--- config.mk ---
export PLATFORM = sky130hd
export DESIGN_NAME = bin_to_bcd_blanker
export DESIGN_NICKNAME = d
export VERILOG_FILES = /design/src/rtl/bin_to_bcd_blanker.sv
export SDC_FILE = /design/constraint.sdc
export NUM_CORES = 1
export LEC_CHECK = 0
export ABC_AREA = 1
export CAP_MARGIN = 20
export CORE_MARGIN = 5
export CORE_UTILIZATION = 40
export CTS_CLUSTER_DIAMETER = 60
export DETAILED_ROUTE_END_ITERATION = 10
export HOLD_SLACK_MARGIN = 0.03
export PLACE_DENSITY = 0.7
export SYNTH_ARGS = -nofsm -noshare
export SYNTH_HDL_FRONTEND = slang
export SYNTH_SLANG_ARGS = --single-unit
--- constraint.sdc ---
create_clock -name clock -period 1.5 [get_ports clock]
set_input_delay 0.225 -clock clock [delete_from_list [all_inputs] [get_ports clock]]
set_output_delay 0.225 -clock clock [all_outputs]
set_load 0.03 [all_outputs]
--- src/rtl/bin_to_bcd_blanker.sv ---
// Sequential 27-bit binary to 8-digit BCD converter (double dabble, one bit per
// cycle) with registered outputs, optional leading-zero blanking and overflow
// indication for values above 99,999,999.
module bin_to_bcd_blanker #(
  parameter int unsigned LEAD_BLANK = 1
) (
  input  logic        clock,
  input  logic        reset_L,
  input  logic        start,
  input  logic [26:0] bin,
  output logic [3:0]  BCD7,
  output logic [3:0]  BCD6,
  output logic [3:0]  BCD5,
  output logic [3:0]  BCD4,
  output logic [3:0]  BCD3,
  output logic [3:0]  BCD2,
  output logic [3:0]  BCD1,
  output logic [3:0]  BCD0,
  output logic [7:0]  blank,
  output logic        busy,
  output logic        done,
  output logic        overflow
);

  localparam logic [26:0] MaxVal   = 27'd99_999_999;
  localparam logic [4:0]  LastCnt  = 5'd26;
  localparam logic [7:0]  BlankRst = (LEAD_BLANK != 0) ? 8'hFE : 8'h00;

  typedef enum logic [1:0] {StIdle, StConv, StDone} state_e;

  state_e      r_state;
  state_e      w_state_nxt;
  logic [26:0] r_shift;
  logic [31:0] r_bcd;
  logic [4:0]  r_cnt;
  logic        r_ovf;
  logic [31:0] r_bcd_out;
  logic [7:0]  r_blank;
  logic        r_overflow;
  logic        r_done;
  logic [31:0] w_bcd_adj;
  logic [7:0]  w_blank_lz;

  // State register.
  always_ff @(posedge clock or negedge reset_L) begin
    if (!reset_L) begin
      r_state <= StIdle;
    end else begin
      r_state <= w_state_nxt;
    end
  end

  // Next-state logic: 27 shifts in CONV, then a single load cycle in DONE.
  always_comb begin
    w_state_nxt = r_state;
    case (r_state)
      StIdle:  if (start) w_state_nxt = StConv;
      StConv:  if (r_cnt == LastCnt) w_state_nxt = StDone;
      StDone:  w_state_nxt = StIdle;
      default: w_state_nxt = StIdle;
    endcase
  end

  // FSM outputs.
  always_comb begin
    busy = (r_state != StIdle);
  end

  // Add-3 correction of every BCD nibble that would overflow on doubling.
  always_comb begin
    w_bcd_adj = r_bcd;
    for (int i = 0; i < 8; i++) begin
      if (r_bcd[4*i +: 4] >= 4'd5) begin
        w_bcd_adj[4*i +: 4] = r_bcd[4*i +: 4] + 4'd3;
      end
    end
  end

  // Leading-zero mask: digit i is blanked when it and every digit above it are zero.
  always_comb begin
    logic v_zero;
    v_zero     = 1'b1;
    w_blank_lz = 8'h00;
    for (int i = 7; i >= 1; i--) begin
      v_zero        = v_zero & (r_bcd[4*i +: 4] == 4'd0);
      w_blank_lz[i] = v_zero;
    end
  end

  // Conversion datapath: capture on accept, shift {BCD, bin} left in CONV.
  always_ff @(posedge clock or negedge reset_L) begin
    if (!reset_L) begin
      r_shift <= '0;
      r_bcd   <= '0;
      r_cnt   <= '0;
      r_ovf   <= 1'b0;
    end else begin
      case (r_state)
        StIdle: begin
          if (start) begin
            r_shift <= bin;
            r_bcd   <= '0;
            r_cnt   <= '0;
            r_ovf   <= (bin > MaxVal);
          end
        end
        StConv: begin
          r_bcd   <= (w_bcd_adj << 1) | {31'd0, r_shift[26]};
          r_shift <= r_shift << 1;
          r_cnt   <= (r_cnt == LastCnt) ? 5'd0 : r_cnt + 5'd1;
        end
        default: ;
      endcase
    end
  end

  // Output registers: updated only on the DONE->IDLE edge; done pulses one cycle.
  always_ff @(posedge clock or negedge reset_L) begin
    if (!reset_L) begin
      r_bcd_out  <= '0;
      r_blank    <= BlankRst;
      r_overflow <= 1'b0;
      r_done     <= 1'b0;
    end else begin
      r_done <= (r_state == StDone);
      if (r_state == StDone) begin
        if (r_ovf) begin
          r_bcd_out  <= '0;
          r_blank    <= 8'hFF;
          r_overflow <= 1'b1;
        end else begin
          r_bcd_out  <= r_bcd;
          r_blank    <= (LEAD_BLANK != 0) ? w_blank_lz : 8'h00;
          r_overflow <= 1'b0;
        end
      end
    end
  end

  assign BCD7     = r_bcd_out[31:28];
  assign BCD6     = r_bcd_out[27:24];
  assign BCD5     = r_bcd_out[23:20];
  assign BCD4     = r_bcd_out[19:16];
  assign BCD3     = r_bcd_out[15:12];
  assign BCD2     = r_bcd_out[11:8];
  assign BCD1     = r_bcd_out[7:4];
  assign BCD0     = r_bcd_out[3:0];
  assign blank    = r_blank;
  assign overflow = r_overflow;
  assign done     = r_done;

endmodule

---- Yosys cells after proc, flatten, opt, wreduce, memory -nomap -nowiden ----
Index checks and enable logic that the tools add are counted.
operators by class
  add/sub/neg operators ................... 9
  $lt $le $gt $ge ......................... 9
  equality and inequality tests ........... 5
  mux-type cells .......................... 21
  bitwise logic cells ..................... 7
  reductions and logical operators ........ 13
operator list
  operator                                              number
  2-to-1 mux 32 bit                                     2
  one-hot mux 32 bit (2 select lines)                   1
  one-hot mux 27 bit (2 select lines)                   1
  >= comparator 4 x 3 -> 1 bit (second input constant)  8
  OR 32 x 1 -> 32 bit                                   1
  adder 4 x 2 -> 4 bit (second input constant)          7
  zero test 4 bit                                       7
  2-to-1 mux 4 bit                                      7
  > comparator 27 bit (second input constant)           1
  2-to-1 mux 27 bit                                     1
  2-to-1 mux 5 bit                                      2
  one-hot mux 5 bit (2 select lines)                    1
  2-to-1 mux 8 bit                                      1
  AND 1 bit                                             6
  AND reduction 2 bit                                   3
  adder 5 x 1 -> 5 bit (second input constant)          1
  equality test 5 bit (second input constant)           1
  2-to-1 mux 2 bit                                      2
  inequality test 2 bit (second input constant)         2
  one-hot mux 2 bit (2 select lines)                    1
  nonzero test 2 bit                                    2
  adder 3 x 2 -> 3 bit (second input constant)          1
  2-to-1 mux 3 bit                                      1
  equality test 2 x 1 -> 1 bit (second input constant)  1
  3 further kinds                                       3
storage, ports and cells
  register bits ........................... 109
  input port bits ......................... 30

---- Longest topological paths before layout ----
  depth after elaboration ................. 8
  mapped depth ............................ 10

---- Worst setup path after synthesis ----
Ideal clock, no wire load.
  kind .................................... register to register
  from .................................... register r_bcd[8]
  to ...................................... register r_bcd[9]
  data arrival time ....................... 1.335 ns
  required time ........................... 1.372 ns
  slack ................................... 0.037 ns
  cell stages (with the launch flop) ...... 9
  buffers on the path ..................... 0
  period minus slack after synthesis ...... 1.463 ns
  cells stage by stage .................... dfrtp_1 > inv_1 > ha_1 > inv_1 > nor2_1 > o21ai_0 > or2_2 > nand3_1 > o21ai_0
between the ends
  word-level cells in the longest chain between the ends .. 4
RTL lines
  item                                                                  RTL line  text
  from (decl)                                                           34        logic [31:0] r_bcd;
  from (signal assigned)                                                108       r_bcd <= (w_bcd_adj << 1) | {31'd0, r_shift[26]};
  adder 4 x 2 -> 4 bit or >= comparator 4 x 3 -> 1 bit (tied branches)  74, 73
  2-to-1 mux 4 bit *                                                    73        if (r_bcd[4*i +: 4] >= 4'd5) begin
  OR 32 x 1 -> 32 bit *                                                 108
  one-hot mux 32 bit (2 select lines) *                                 98        case (r_state)
Every way passes the cells marked *; elsewhere a longest branch is shown, timed or not.
A chain may end at the register's enable or synchronous reset.

---- Worst setup path in the final report ----
  from .................................... register r_bcd[17]
  to ...................................... register r_blank[3] (netlist: blank[3])
between the ends
  word-level cells in the longest chain between the ends .. 4
RTL lines
  item                    RTL line  text
  zero test 4 bit         85        v_zero = v_zero & (r_bcd[4*i +: 4] == 4'd0);
  AND 1 bit (2 in a row)  85
  2-to-1 mux 8 bit        127       if (r_ovf) begin
  to (signal assigned)    121       r_blank <= BlankRst;
  to (signal assigned)    133       r_blank <= (LEAD_BLANK != 0) ? w_blank_lz : 8'h00;
  to (decl)               38        logic [7:0] r_blank;
Every way passes these cells.

==> out/results.tsv <==
stage	metric	value	unit
sta	Final Slew Violations	0	
sta	final setup violation count	0	
clock_tree	CTS H-Tree Depth	3	
logic_synthesis	Yosys cell types	35	
clock_tree	Root Driver	clkbuf_16	
logic_synthesis	top cell type's share of synthesized area	46.33	%
sta	worst hold margin	398.0	ps
clock_tree	CTS Buffer Depth	2	
die	Die Height	126.8	um
die	Initial Utilization	41.03	%
layout	fill count	1204	
drt	drt via density	5.133	
drt	Routed wire per std cell	14.22	um
layout	area delta synth->final	32.27	%
drt	DRT iter0 DRCs	276	
logic_synthesis	Cells after Synth	618	
logic_synthesis	Syn Area/Cell	8.827	um^2
placement	dpl hpwl	8803	um
logic_synthesis	Synth async-reset ratio	100.0	%
sta	Hold Fails Final Rpt	0	
layout	Post-Layout Cell Count	909	
sta	slew margin rel.	75.79	%
power	total power	15.53	mW
drt	TritonRoute pass-1 iters	5	
critical_path	reg-to-reg endpoint	blank[3]	
critical_path	R2R depth	8	
drt	detailed-route DRC error count	0	
status	status	finished clean	
die	core region area	13300	um^2
sta	Max Freq	0.6717	GHz
grt	Total GRT Usage	16.08	%
placement	dpl cell area	6610	um^2
critical_path	Critical Path AT	1770	ps
power	Leakage	3.403	nW
drt	drt total wl	12920	um
critical_path	worst endpoint required time	1780	ps
logic_synthesis	mapped cell area	5455	um^2
sta	worst slew pin tran	362.3	ps
logic_synthesis	number of synthesized flops with an enable pin	0	
critical_path	Startpoint Class	register	
clock_tree	Inserted Clock Buffers	9	
sta	period utilisation layout	99.25	%
grt	global route total overflow	0	
die	Die X	126.8	um
power	pwr dens	2152	nW/um^2
layout	layout cells sized above 1	18.83	%
critical_path	Crit. End Element	register	
die	number of core rows	42	
logic_synthesis	ys flop type	dfrtp_1	
layout	commonest non-fill, non-tap cells in the layout	nand2_1, dfrtp_1, inv_1, o21ai_0, buf_4	
sta	minimum clock period	1489	ps
placement	IO Port Bufs	72	
die	die area	16070	um^2
logic_synthesis	synth warn	0	
clock_tree	CTS tree	done	
grt	number of global-route vias before repair	4666	
grt	initial antenna violation count	0	
grt	largest net degree at the start of global routing	75	
sta	Post-Route Skew	6.242	ps
drt	via count	4666	
power	Max rail drop VDD	0.0007018	V
drt	post-route ant nets	0	
layout	# diodes	0	
clock_tree	worst skew pair latency	360	ps
worst_hold_path	hold crit path type	in2async	
critical_path	worst-path maximum fanout	4	
critical_path	R2R Path Start	r_bcd[17]	
logic_synthesis	cell taking the most area after synthesis	dfrtp_1	
logic_synthesis	Synth area leaders	dfrtp_1, nand2_1, o21ai_0	
layout	# nets final	782	
layout	most common cell after layout, fill and taps aside	nand2_1	
clock_tree	clk sinks	108	
placement	placed insts	880	
critical_path	WS Path Type	reg2reg	
layout	Core Util, Final	54.27	%
logic_synthesis	post-synthesis sequential area ratio	49.70	%
critical_path	r2r setup slk	10	ps
layout	post-route design area	7216	um^2
clock_tree	CTS clk-pin slew, worst paths	70	ps
sta	RSZ-0062 raised after global routing	true	
logic_synthesis	syn nets	672	
placement	Final GP Congestion	0.8916	
die	io pins	73	
grt	first-pass GRT wire length	21470	um
job	Max Cap Viol	0	
logic_synthesis	Synth Register Bits	108	
[power by group]
group	leakage (nW)	total [mW]	switching (mW)	internal, mW
registers	1.28	4.93	0.761	4.17
logic	1.96	7.86	4.53	3.32
clock network	0.162	2.74	1.10	1.64
[registers in the layout, summed over array words and instances, names as in the netlist]
name and count:
done 1, blank 8, r_state 2, r_bcd 32, r_bcd_out 32, r_ovf 1, r_shift 27, r_cnt 5
[kinds of logic after synthesis]
group	synth area share, %
adder cells (fa/ha/maj)	5.505
flip-flops	49.70
buffers and inverters	8.440
AND/OR/NAND/NOR	16.79
AO/OA/AOI/OAI	18.28
XOR/XNOR	1.284
[cells in the mapped netlist, types with 2 or more instances]
cell type,count
nor2_1,30
inv_1,70
a21oi_1,11
dfrtp_1,101
o21ai_0,63
o21ai_1,15
nand4_1,6
ha_1,24
buf_6,4
nand3_1,27
o22ai_1,8
xor2_1,7
clkbuf_1,5
o31ai_2,3
or2_2,7
nor3b_1,2
o211ai_1,25
buf_2,14
o32ai_1,2
nand2_4,2
dfstp_2,7
o2111ai_1,3
inv_2,2
buf_4,6
nand2_1,134
o31ai_1,31
[cell type report]
class	count	area (um^2)	share of cell area, %
Clock inverter	7	122.6	1.699
Multi-Input combinational cell	407	2466	34.18
Inverter	74	281.5	3.902
Clock buffer	9	225.2	3.121
Sequential cell	108	2713	37.59
Tap cell	176	220.2	3.052
Timing Repair Buffer	128	1187	16.46
[worst max-delay path, cell delays in order, from the launching register on]
cell and delay, ps:
dfrtp_1 410, inv_2 120, buf_6 120, ha_4 110, nand2_2 40, nor2_1 110, nand3b_1 150, buf_4 180
o211ai_1 170
[per-layer routing]
layer / vias to the layer above / global-route usage (%) / wire (um)
met5: - / 0 / 0
met4: 0 / 6.625 / 187
met3: 20 / 2.942 / 658
met2: 125 / 26.93 / 6319
met1: 2222 / 20.55 / 5757
li1: 2299 / - / -
[worst max-delay path by stage]
stage	endpoint	from	cells past startpoint
after floorplan	r_bcd[9]	r_bcd[8]	8
after global placement	r_bcd[21]	r_bcd[21]	8
after detailed placement	r_bcd[21]	r_bcd[21]	8
after CTS	r_bcd[26]	r_bcd[24]	8
after global routing	blank[3]	r_bcd[17]	8
final	blank[3]	r_bcd[17]	8
[per-stage QoR]
| step | setup WS, ps | TNS [ps] |
|---|---|---|
| after floorplan | 37.12 | 0 |
| after global placement | 20.84 | 0 |
| after detailed placement | -103.0 | -346.6 |
| after CTS | 0.08282 | 0 |
| after global routing | -72.45 | -201.7 |
| final | 11.32 | 0 |
[repair_timing]
item                                   4_1_cts  5_1_grt
hold buffers                                 1        0
setup endpoints to repair                   53       20
buffers inserted                             2       11
resized for setup                           73       48
pin swaps                                    1       17
endpoints found under the hold margin      101        0
No activity file was read; power rests on OpenSTA's default activity.
